[src/rtl/weight_read_seq.sv]
// ---------------------------------------------------------------------------
// weight_read_seq
//   Sequences one pass of numWeight reads from a neuron's weight memory and
//   pairs each returned weight with the input activation that triggered the
//   read. Reads only happen while in_valid is high, so the pass tolerates an
//   arbitrary stall pattern on the activation stream.
//
// Ports
//   clk, rst_n   : clock, asynchronous active-low reset
//   start        : begin a pass (accepted in IDLE and in DONE)
//   abort        : cancel the current pass; wins over start and in_valid
//   in_valid     : in_data carries an activation this cycle
//   in_data      : input activation
//   ren, radd    : weight-memory read enable / address (ren is combinational)
//   pair_valid   : memory output word and x_out form a pair this cycle
//   x_out        : activation delayed to line up with the 1-cycle memory read
//   last         : qualifies the final pair of a pass
//   busy         : sequencer is not idle
//   done         : one-cycle pulse at the end of a completed pass
// ---------------------------------------------------------------------------
module weight_read_seq #(
  parameter int numWeight    = 30,
  parameter int addressWidth = $clog2(numWeight),
  parameter int dataWidth    = 16
) (
  input  logic                    clk,
  input  logic                    rst_n,
  input  logic                    start,
  input  logic                    abort,
  input  logic                    in_valid,
  input  logic [dataWidth-1:0]    in_data,
  output logic                    ren,
  output logic [addressWidth-1:0] radd,
  output logic                    pair_valid,
  output logic [dataWidth-1:0]    x_out,
  output logic                    last,
  output logic                    busy,
  output logic                    done
);

  typedef enum logic [1:0] {IDLE, RUN, DRAIN, DONE} state_t;

  localparam logic [addressWidth-1:0] LAST_ADDR = addressWidth'(numWeight - 1);

  state_t                  state_q, state_d;
  logic [addressWidth-1:0] radd_q, radd_d;
  logic                    pair_valid_q, pair_valid_d;
  logic [dataWidth-1:0]    x_out_q, x_out_d;
  logic                    last_q, last_d;
  logic                    busy_q, busy_d;
  logic                    done_q, done_d;
  logic                    last_read;

  // A read is issued only when an activation is present; otherwise radd holds.
  assign ren       = (state_q == RUN) && in_valid;
  assign last_read = ren && (radd_q == LAST_ADDR);

  always_comb begin
    state_d      = state_q;
    radd_d       = radd_q;
    // Pair signals trail the read by exactly one cycle (memory latency).
    pair_valid_d = ren;
    last_d       = last_read;
    x_out_d      = ren ? in_data : x_out_q;

    unique case (state_q)
      IDLE: begin
        if (start) begin
          state_d = RUN;
          radd_d  = '0;
        end
      end
      RUN: begin
        if (ren) begin
          if (last_read) begin
            radd_d  = '0;
            state_d = DRAIN;
          end else begin
            radd_d = radd_q + addressWidth'(1);
          end
        end
      end
      // The final pair is on the outputs during this single cycle.
      DRAIN: state_d = DONE;
      // start here chains the next pass without an IDLE bubble.
      DONE: begin
        if (start) begin
          state_d = RUN;
          radd_d  = '0;
        end else begin
          state_d = IDLE;
        end
      end
      default: state_d = IDLE;
    endcase

    if (abort) begin
      state_d      = IDLE;
      radd_d       = '0;
      pair_valid_d = 1'b0;
      last_d       = 1'b0;
    end

    // Status flags are registered alongside the state they describe.
    busy_d = (state_d != IDLE);
    done_d = (state_d == DONE);
  end

  always_ff @(posedge clk or negedge rst_n) begin
    if (!rst_n) begin
      state_q      <= IDLE;
      radd_q       <= '0;
      pair_valid_q <= 1'b0;
      x_out_q      <= '0;
      last_q       <= 1'b0;
      busy_q       <= 1'b0;
      done_q       <= 1'b0;
    end else begin
      state_q      <= state_d;
      radd_q       <= radd_d;
      pair_valid_q <= pair_valid_d;
      x_out_q      <= x_out_d;
      last_q       <= last_d;
      busy_q       <= busy_d;
      done_q       <= done_d;
    end
  end

  assign radd       = radd_q;
  assign pair_valid = pair_valid_q;
  assign x_out      = x_out_q;
  assign last       = last_q;
  assign busy       = busy_q;
  assign done       = done_q;

endmodule

[config.mk]
export PLATFORM = sky130hd
export DESIGN_NAME = weight_read_seq
export DESIGN_NICKNAME = d
export VERILOG_FILES = /design/src/rtl/weight_read_seq.sv
export SDC_FILE = /design/constraint.sdc
export NUM_CORES = 1
export LEC_CHECK = 0
export BUFFER_PORTS_ARGS = -buffer_cell sky130_fd_sc_hd__buf_2
export CAP_MARGIN = 30
export CELL_PAD_IN_SITES_DETAIL_PLACEMENT = 0
export CELL_PAD_IN_SITES_GLOBAL_PLACEMENT = 1
export CORE_ASPECT_RATIO = 0.5
export CORE_UTILIZATION = 40
export DETAILED_ROUTE_END_ITERATION = 8
export GPL_ROUTABILITY_DRIVEN = 0
export GPL_TIMING_DRIVEN = 0
export HOLD_SLACK_MARGIN = 0.12
export PLACE_DENSITY_LB_ADDON = 0.1
export SYNTH_ARGS = -nofsm -noshare
export SYNTH_HDL_FRONTEND = slang
export SYNTH_SLANG_ARGS = --single-unit
[constraint.sdc]
create_clock -name clk -period 3.1 [get_ports clk]
set_input_delay 0.62 -clock clk [delete_from_list [all_inputs] [get_ports clk]]
set_output_delay 0.62 -clock clk [all_outputs]
set_load 0.02 [all_outputs]
After elaboration in Yosys (flattened, before gate mapping)

Index checks and enable logic that the tools add are counted.

Bits in registers: 27
Input bits: 21
Output and inout bits: 26
Word-level logic and storage cells: 35

$add $sub $neg: 1
Equality and inequality tests: 7
Mux-type cells: 13
Reductions and logical operators: 7

Operator list:

| operator                                      | number |
|---|---|
| two-way mux 5 bit                             | 4 |
| case mux 5 bit (2 select lines)               | 1 |
| two-way mux 2 bit                             | 4 |
| case mux 2 bit (4 select lines)               | 1 |
| == test 2 bit, second input constant          | 3 |
| adder 5 x 1 -> 5 bit, second input constant   | 1 |
| == test 5 bit, second input constant          | 1 |
| two-way mux 1 bit                             | 3 |
| != test 3 x 1 -> 1 bit, second input constant | 1 |
| != test 3 bit, second input constant          | 1 |
| AND reduction 3 bit                           | 1 |
| nonzero test 3 bit                            | 1 |
| == test 2 x 1 -> 1 bit, second input constant | 1 |
| logical AND 1 bit                             | 2 |
| zero test 2 bit                               | 1 |
| nonzero test 2 bit                            | 1 |
| OR reduction 2 bit                            | 1 |

Longest topological paths before layout

Gate-level depths: netlist (run 1).

Depth in word-level cells: 8
Depth in mapped cells: 7
Mapped depth without buffers: 7

Worst setup path before layout (run 1)

OpenSTA, ideal clock, no wires.

Path type: register to register
From: register state_q[1]
To: register radd_q[3], in the netlist radd[3]
Setup time: 0.126 ns
Arrival time: 1.436 ns
Required time: 2.974 ns
Slack: 1.538 ns
Stages on the path, launching flop included: 8
Path buffers: 0
Period minus slack after synthesis: 1.562 ns
Cells stage by stage: dfrtp_1 -> inv_1 -> ha_1 -> nand2_1 -> inv_2 -> o22a_1 -> nor2_1 -> a221o_1

Word-level cells in the longest chain between the ends: 7
Elaborated cells between the ends (all ways): 14
Classes of those cells: 4 x eq/ne; 4 x mux; 6 x reduce/logical

RTL lines:

| item                            | RTL line | RTL |
|---|---|---|
| from (decl)                     | 45       | `state_t state_q, state_d;` |
| from (signal assigned)          | 119      | `state_q <= state_d;` |
| == test 2 x 1 -> 1 bit (*)      | 55       | `assign ren = (state_q == RUN) && in_valid;` |
| logical AND 1 bit (*)           | 55       |  |
| named net ren                   | 32       | `output logic ren,` |
| logical AND 1 bit               | 56       | `assign last_read = ren && (radd_q == LAST_ADDR);` |
| two-way mux 5 bit               | 75       | `if (last_read) begin` |
| two-way mux 5 bit               | 74       | `if (ren) begin` |
| case mux 5 bit (2 select lines) | 66       | `unique case (state_q)` |
| two-way mux 5 bit               | 97       | `if (abort) begin` |
| to (signal assigned)            | 120      | `radd_q <= radd_d;` |
| to (decl)                       | 46       | `logic [addressWidth-1:0] radd_q, radd_d;` |

The timed path passes the listed nets; every way through them passes the cells marked *. The select of a mux whose other input is x is not followed.
A chain may end at the register's enable or synchronous reset.

Final worst setup path (run 1)

From: register state_q[1]
To: output ren

Word-level cells in the longest chain between the ends: 2

RTL lines:

| item                   | RTL line |
|---|---|
| == test 2 x 1 -> 1 bit | 55 |
| logical AND 1 bit      | 55 |
| to (decl)              | 32 |

Every way passes these cells.

==> summary.md, run 1 <==
| Metric | Value |
|---|---|
| Core footprint | 2770 µm² |
| Gr usage total | 0.147 |
| Max Root-Sink Buffers | 2 |
| Final hold violations | 0 |
| WL/cell | 12.6 µm |
| Clk Latency, worst-skew pair | 0.27 ns |
| Largest net degree at the start of global routing | 28 |
| PD cells | 668 nW/µm² |
| Drt via density | 4.84 |
| Top cells by area, synth | dfrtp_1, mux2_1, ha_1 |
| Number of global-route vias before repair | 714 |
| # IOs | 47 |
| Worst min path class | in2async |
| Vias | 872 |
| Required @ worst endpoint | 2.48 ns |
| Critical path buffers and inverters | 3 |
| Die Width | 80.6 µm |
| Num CTS Buffers | 3 |
| Clock Skews | 0.00307 ns |
| WL final | 2280 µm |
| Area share of the leading cell type in the synthesized netlist | 0.547 |
| Remaining DRCs | 0 |
| Postcts setup bufs | 0 |
| Critical path peak fanout | 4 |
| CTS sink cnt | 27 |
| Nature of the critical path endpoint | output pin |
| DP HPWL | 1710 µm |
| CP arrival | 1.38 ns |
| CP max stage cell | dfrtp_1 |
| Area delta synth->final | 25.9% |
| Reg2Reg Setup Slack | 1.42 ns |
| Status | completed |
| Setup TNS | 0 ns |
| H-tree depth | 1 |
| Synth Area per Inst | 13.2 µm² |
| DR pass1 iterations | 4 |
| Clk pin slew, worst setup/hold paths | 0.09 ns |
| CP Depth | 5 |
| Peak supply drop | 0.332 mV |
| Initial Util | 0.447 |
| CTS tree | built |
| DRT iter0 DRCs | 19 |
| Post-CTS resize count | 0 |
| Startpoint Class | register |
| Reg2Reg Depth | 5 |
| Gr ovfl total | 0 |
| Clock root cell | clkbuf_8 |
| Slew headroom | 0.601 |
| Row count | 13 |
| Nets | 171 |
| Final ANT Viol Nets | 0 |
| RSZ-0062 raised after global routing | false |
| Yosys cell types | 28 |
| Syn nets | 121 |
| N_diodes | 0 |
| Leak | 0.805 nW |
| Buffers on Ports | 45 |
| Synth Instances | 94 |
| Die area | 3330 µm² |
| Worst-Margin Slew | 0.599 ns |
| Final count of negative-setup-slack endpoints | 0 |
| Count of state elements after synthesis | 27 |
| CTS Hold Bufs | 0 |
| MaxCap Viol Count | 0 |
| First-pass GRT wire length | 3450 µm |
| Overall power consumption | 1.04 mW |
| Period utilisation layout | 0.647 |
| CP max stage delay | 0.42 ns |
| Cell taking the most area after synthesis | dfrtp_1 |
| Worst R2R Start | state_q[0]$_DFF_PN0_ |
| Share of post-route cells with drive strength above 1 | 0.399 |
| Sequential area share after synthesis | 0.547 |
| Slew Viols, Final | 0 |
| Synth warn | 0 |
| Initial antenna violation count | 0 |
| Critical path class | reg2out |
| Fmax achieved | 0.499 GHz |
| Critical path cell sequence | inv_1 -> ha_1 -> nand2_1 -> inv_2 -> buf_2 |
| DIE HEIGHT | 41.3 µm |
| Reg2reg end | radd[4]$_DFFE_PN0P_ |
| Period minus WS final | 2.00 ns |
| Mapped cell area | 1240 µm² |
| Worst hold margin | 0.341 ns |
| CP delay by family, top | flip-flops |
[power breakdown]
group | switching (mW) | leakage (nW) | internal [mW]
combinational | 0.216 | 0.444 | 0.141
clock | 0.110 | 0.0217 | 0.0912
sequential | 0.0402 | 0.339 | 0.441
[state kept, by name, indices dropped and copies added (netlist names)]
register	cells
last	1
state_q	2
pair_valid	1
radd	5
x_out	16
done	1
busy	1
[worst register-to-register path: stages, from the launching register on]
cell	delay, ns
dfrtp_1	0.43
inv_1	0.08
ha_1	0.38
o22a_1	0.22
nor2_1	0.31
a221o_1	0.21
[synth_stat cells]
| master | n |
|---|---|
| inv_1 | 5 |
| nor2_4 | 1 |
| nor2_1 | 6 |
| a211oi_1 | 2 |
| dfrtp_1 | 27 |
| ha_1 | 6 |
| nand2b_1 | 1 |
| nor3_1 | 4 |
| nand3b_1 | 1 |
| nand2_1 | 2 |
| a211o_1 | 1 |
| o2bb2ai_1 | 1 |
| buf_2 | 1 |
| nor3b_1 | 3 |
| o31ai_2 | 1 |
| mux2_1 | 16 |
| nand4_2 | 1 |
| inv_2 | 1 |
| a21oi_1 | 1 |
| buf_6 | 2 |
| a21o_1 | 1 |
| a221o_1 | 2 |
| o32a_1 | 1 |
| nand4b_2 | 1 |
| nand4bb_1 | 1 |
| nand3_1 | 2 |
| and2_1 | 2 |
| o22a_1 | 1 |
[through the flow]
step                      worst slack [ns]  std cells   util  area [µm²]
after global placement                1.39        176  0.545        1510
after floorplan                       1.54         94      -        1240
after detailed placement              1.38        176  0.545        1510
final                                 1.10        180  0.563        1560
after CTS                             1.06        180  0.563        1560
after global routing                 0.965        180  0.563        1560
[per-layer routing]
layer / share of wire / vias to the layer above / routed length (µm) / track usage
li1: - / 433 / - / -
met1: 0.50 / 409 / 1150 / 0.189
met2: 0.41 / 28 / 925 / 0.237
met3: 0.085 / 2 / 194 / 0.0587
met4: 0.0035 / 0 / 8 / 0.0402
met5: 0 / - / 0 / 0
[layout make-up]
type	count	area, µm²
timing repair buffer	45	225
inverter	6	22.5
buffer	3	27.5
sequential	27	676
clock inverter	1	7.51
clock buffer	3	41.3
multi-input combinational	58	510
fill	243	1210
tap	37	46.3
[placed cells by master, fill, tap and decap left out, drive strengths merged]
cell type | synthesis | routed
a211o | 1 | 1
a211oi | 2 | 2
a21o | 1 | 1
a21oi | 1 | 1
a221o | 2 | 2
and2 | 2 | 2
buf | 3 | 48
clkbuf | 0 | 3
clkinvlp | 0 | 1
dfrtp | 27 | 27
ha | 6 | 6
inv | 6 | 6
mux2 | 16 | 16
nand2 | 2 | 2
nand2b | 1 | 1
nand3 | 2 | 2
nand3b | 1 | 1
nand4 | 1 | 1
nand4b | 1 | 1
nand4bb | 1 | 1
nor2 | 7 | 7
nor3 | 4 | 4
nor3b | 3 | 3
o22a | 1 | 1
o2bb2ai | 1 | 1
o31ai | 1 | 1
o32a | 1 | 1
[worst max path at each step]
stage | start | slack (ns) | to
2_1_floorplan | state_q[1]$_DFF_PN0_ | 1.54 | radd[3]$_DFFE_PN0P_
3_3_place_gp | state_q[1]$_DFF_PN0_ | 1.39 | ren
3_5_place_dp | state_q[1]$_DFF_PN0_ | 1.38 | ren
4_1_cts | state_q[1]$_DFF_PN0_ | 1.06 | ren
5_1_grt | state_q[1]$_DFF_PN0_ | 0.96 | ren
6_report | state_q[1]$_DFF_PN0_ | 1.10 | ren
[kinds of logic after synthesis]
logic type / after synthesis / synth area share
flops: 27 / 0.547
simple gates: 25 / 0.129
mux: 16 / 0.146
compound gates: 11 / 0.0779
buf+inv: 9 / 0.0405
fa+ha+maj: 6 / 0.0607
No activity file was read; power rests on OpenSTA's default activity.
==> inputs of run 2 (changes only) <==
--- a/config.mk
+++ b/config.mk
@@ -10,7 +10,7 @@
 export CELL_PAD_IN_SITES_DETAIL_PLACEMENT = 0
 export CELL_PAD_IN_SITES_GLOBAL_PLACEMENT = 1
 export CORE_ASPECT_RATIO = 0.5
-export CORE_UTILIZATION = 40
+export CORE_UTILIZATION = 37
 export DETAILED_ROUTE_END_ITERATION = 8
 export GPL_ROUTABILITY_DRIVEN = 0
 export GPL_TIMING_DRIVEN = 0
==> constraint.sdc (replaced) <==
create_clock -name clk -period 1.87 [get_ports clk]
set_input_delay 0.374 -clock clk [delete_from_list [all_inputs] [get_ports clk]]
set_output_delay 0.374 -clock clk [all_outputs]
set_load 0.02 [all_outputs]
==> summary.md, run 2 (synthesis results as in run 1) <==
| Metric | Value |
|---|---|
| Buffers on Ports | 45 |
| Drt via density | 4.85 |
| Die area | 3590 µm² |
| CP arrival | 1.35 ns |
| Required @ worst endpoint | 1.50 ns |
| Placed Area | 1510 µm² |
| Startpoint Class | register |
| Leak | 0.808 nW |
| Clock root cell | clkbuf_8 |
| Setup TNS | 0 ns |
| Critical path cell sequence | inv_1 -> ha_2 -> nand2_1 -> inv_2 -> buf_2 |
| Gr ovfl total | 0 |
| Initial antenna violation count | 0 |
| DRT iter0 DRCs | 19 |
| # IOs | 47 |
| Gr usage total | 0.148 |
| Worst-Margin Slew | 0.601 ns |
| Reg2Reg Setup Slack | 0.20 ns |
| Critical path peak fanout | 4 |
| First-pass GRT wire length | 4020 µm |
| Clk pin slew, worst setup/hold paths | 0.10 ns |
| DIE HEIGHT | 42.9 µm |
| Max Root-Sink Buffers | 2 |
| Peak supply drop | 0.530 mV |
| Die Width | 83.7 µm |
| CP max stage delay | 0.42 ns |
| Area delta synth->final | 27.4% |
| Design area | 1580 µm² |
| Slew headroom | 0.599 |
| WL final | 2340 µm |
| Postcts setup bufs | 0 |
| WL/cell | 12.7 µm |
| N_diodes | 0 |
| Core footprint | 3080 µm² |
| Worst min path class | in2reg |
| CTS tree | built |
| Status | completed |
| Number of global-route vias before repair | 819 |
| Share of post-route cells with drive strength above 1 | 0.410 |
| DR pass1 iterations | 3 |
| Initial Util | 0.401 |
| DP HPWL | 1710 µm |
| CP max stage cell | dfrtp_1 |
| Period utilisation layout | 0.921 |
| Final count of negative-setup-slack endpoints | 0 |
| Max FFs per register | 16 |
| H-tree depth | 1 |
| Largest net degree at the start of global routing | 28 |
| MaxCap Viol Count | 0 |
| Fmax achieved | 0.581 GHz |
| Clk Latency, worst-skew pair | 0.27 ns |
| PD cells | 1100 nW/µm² |
| Period minus WS final | 1.72 ns |
| Clock Skews | 0.00299 ns |
| Row count | 14 |
| Commonest non-fill, non-tap cell in the layout | buf_2 |
| Final hold violations | 0 |
| RSZ-0062 raised after global routing | false |
| Remaining DRCs | 0 |
| Final ANT Viol Nets | 0 |
| Num CTS Buffers | 3 |
| Core Util, Final | 0.511 |
| CTS sink cnt | 27 |
| Vias | 892 |
| Slew Viols, Final | 0 |
| Most frequent cells in the layout | buf_2, dfrtp_1, mux2_1 |
| Nature of the critical path endpoint | output pin |
| Nets | 172 |
| Critical path class | reg2out |
==> run 2: changes by cell type in the layout (fill, tap and decap cells not counted), sizes merged <==
cell and delta:
dlygate4sd3 +1
==> run 2: cell type report <==
type | count | area, µm²
fill | 295 | 1510
sequential | 27 | 676
multi-input combinational | 58 | 515
timing repair buffer | 46 | 235
tap | 40 | 50.0
clock buffer | 3 | 41.3
buffer | 3 | 27.5
inverter | 6 | 22.5
clock inverter | 1 | 7.51
==> run 2: routing by layer <==
metal	wire, µm	GRT usage
met1	1180	0.205
met2	970	0.218
met3	176	0.0603
met4	12	0.0305
met5	0	0
==> run 2: critical path: cells and delay by family (launching register included) <==
| family | cells | cell delay (ns) |
|---|---|---|
| adder cells (fa/ha/maj) | 1 | 0.21 |
| buffers and inverters | 3 | 0.35 |
| flip-flops | 1 | 0.42 |
| AND/OR/NAND/NOR | 1 | 0.09 |
==> run 2: report_power, final <==
| part | leakage [nW] | internal [mW] | total [mW] | switching (mW) |
|---|---|---|---|---|
| clock network | 0.0217 | 0.151 | 0.339 | 0.188 |
| registers | 0.339 | 0.731 | 0.800 | 0.0683 |
| logic | 0.447 | 0.237 | 0.598 | 0.361 |
| total | 0.808 | 1.12 | 1.74 | 0.617 |
==> run 2: worst paths after layout <==
kind                                               to                   from  cells after the start
worst max register to register    radd[4]$_DFFE_PN0P_   state_q[0]$_DFF_PN0_                      6
max in group asynchronous         radd[4]$_DFFE_PN0P_                  rst_n                      2
worst max-delay path                              ren   state_q[1]$_DFF_PN0_                      5
min in group asynchronous        x_out[8]$_DFFE_PN0N_                  rst_n                      2
worst min-delay path            x_out[14]$_DFFE_PN0N_            in_data[14]                      2
worst min register to register  x_out[12]$_DFFE_PN0N_  x_out[12]$_DFFE_PN0N_                      1
==> run 2: repair_timing <==
action                                  in CTS  in global routing
hold endpoints to repair                    27                  0
resized for setup                            0                  2
hold buffers                                 1                  0
endpoints found under the setup margin       0                  2
==> run 2: stage by stage <==
step                power [mW]  setup slack, ns  instances  hold WS (ns)
floorplan                 1.19            0.308         94        0.0784
global placement          1.40            0.175        179         0.430
detailed placement        1.42            0.177        179         0.422
CTS                       1.77            0.106        184         0.299
global route              1.85           0.0253        184         0.286
finish                    1.74            0.148        184         0.304
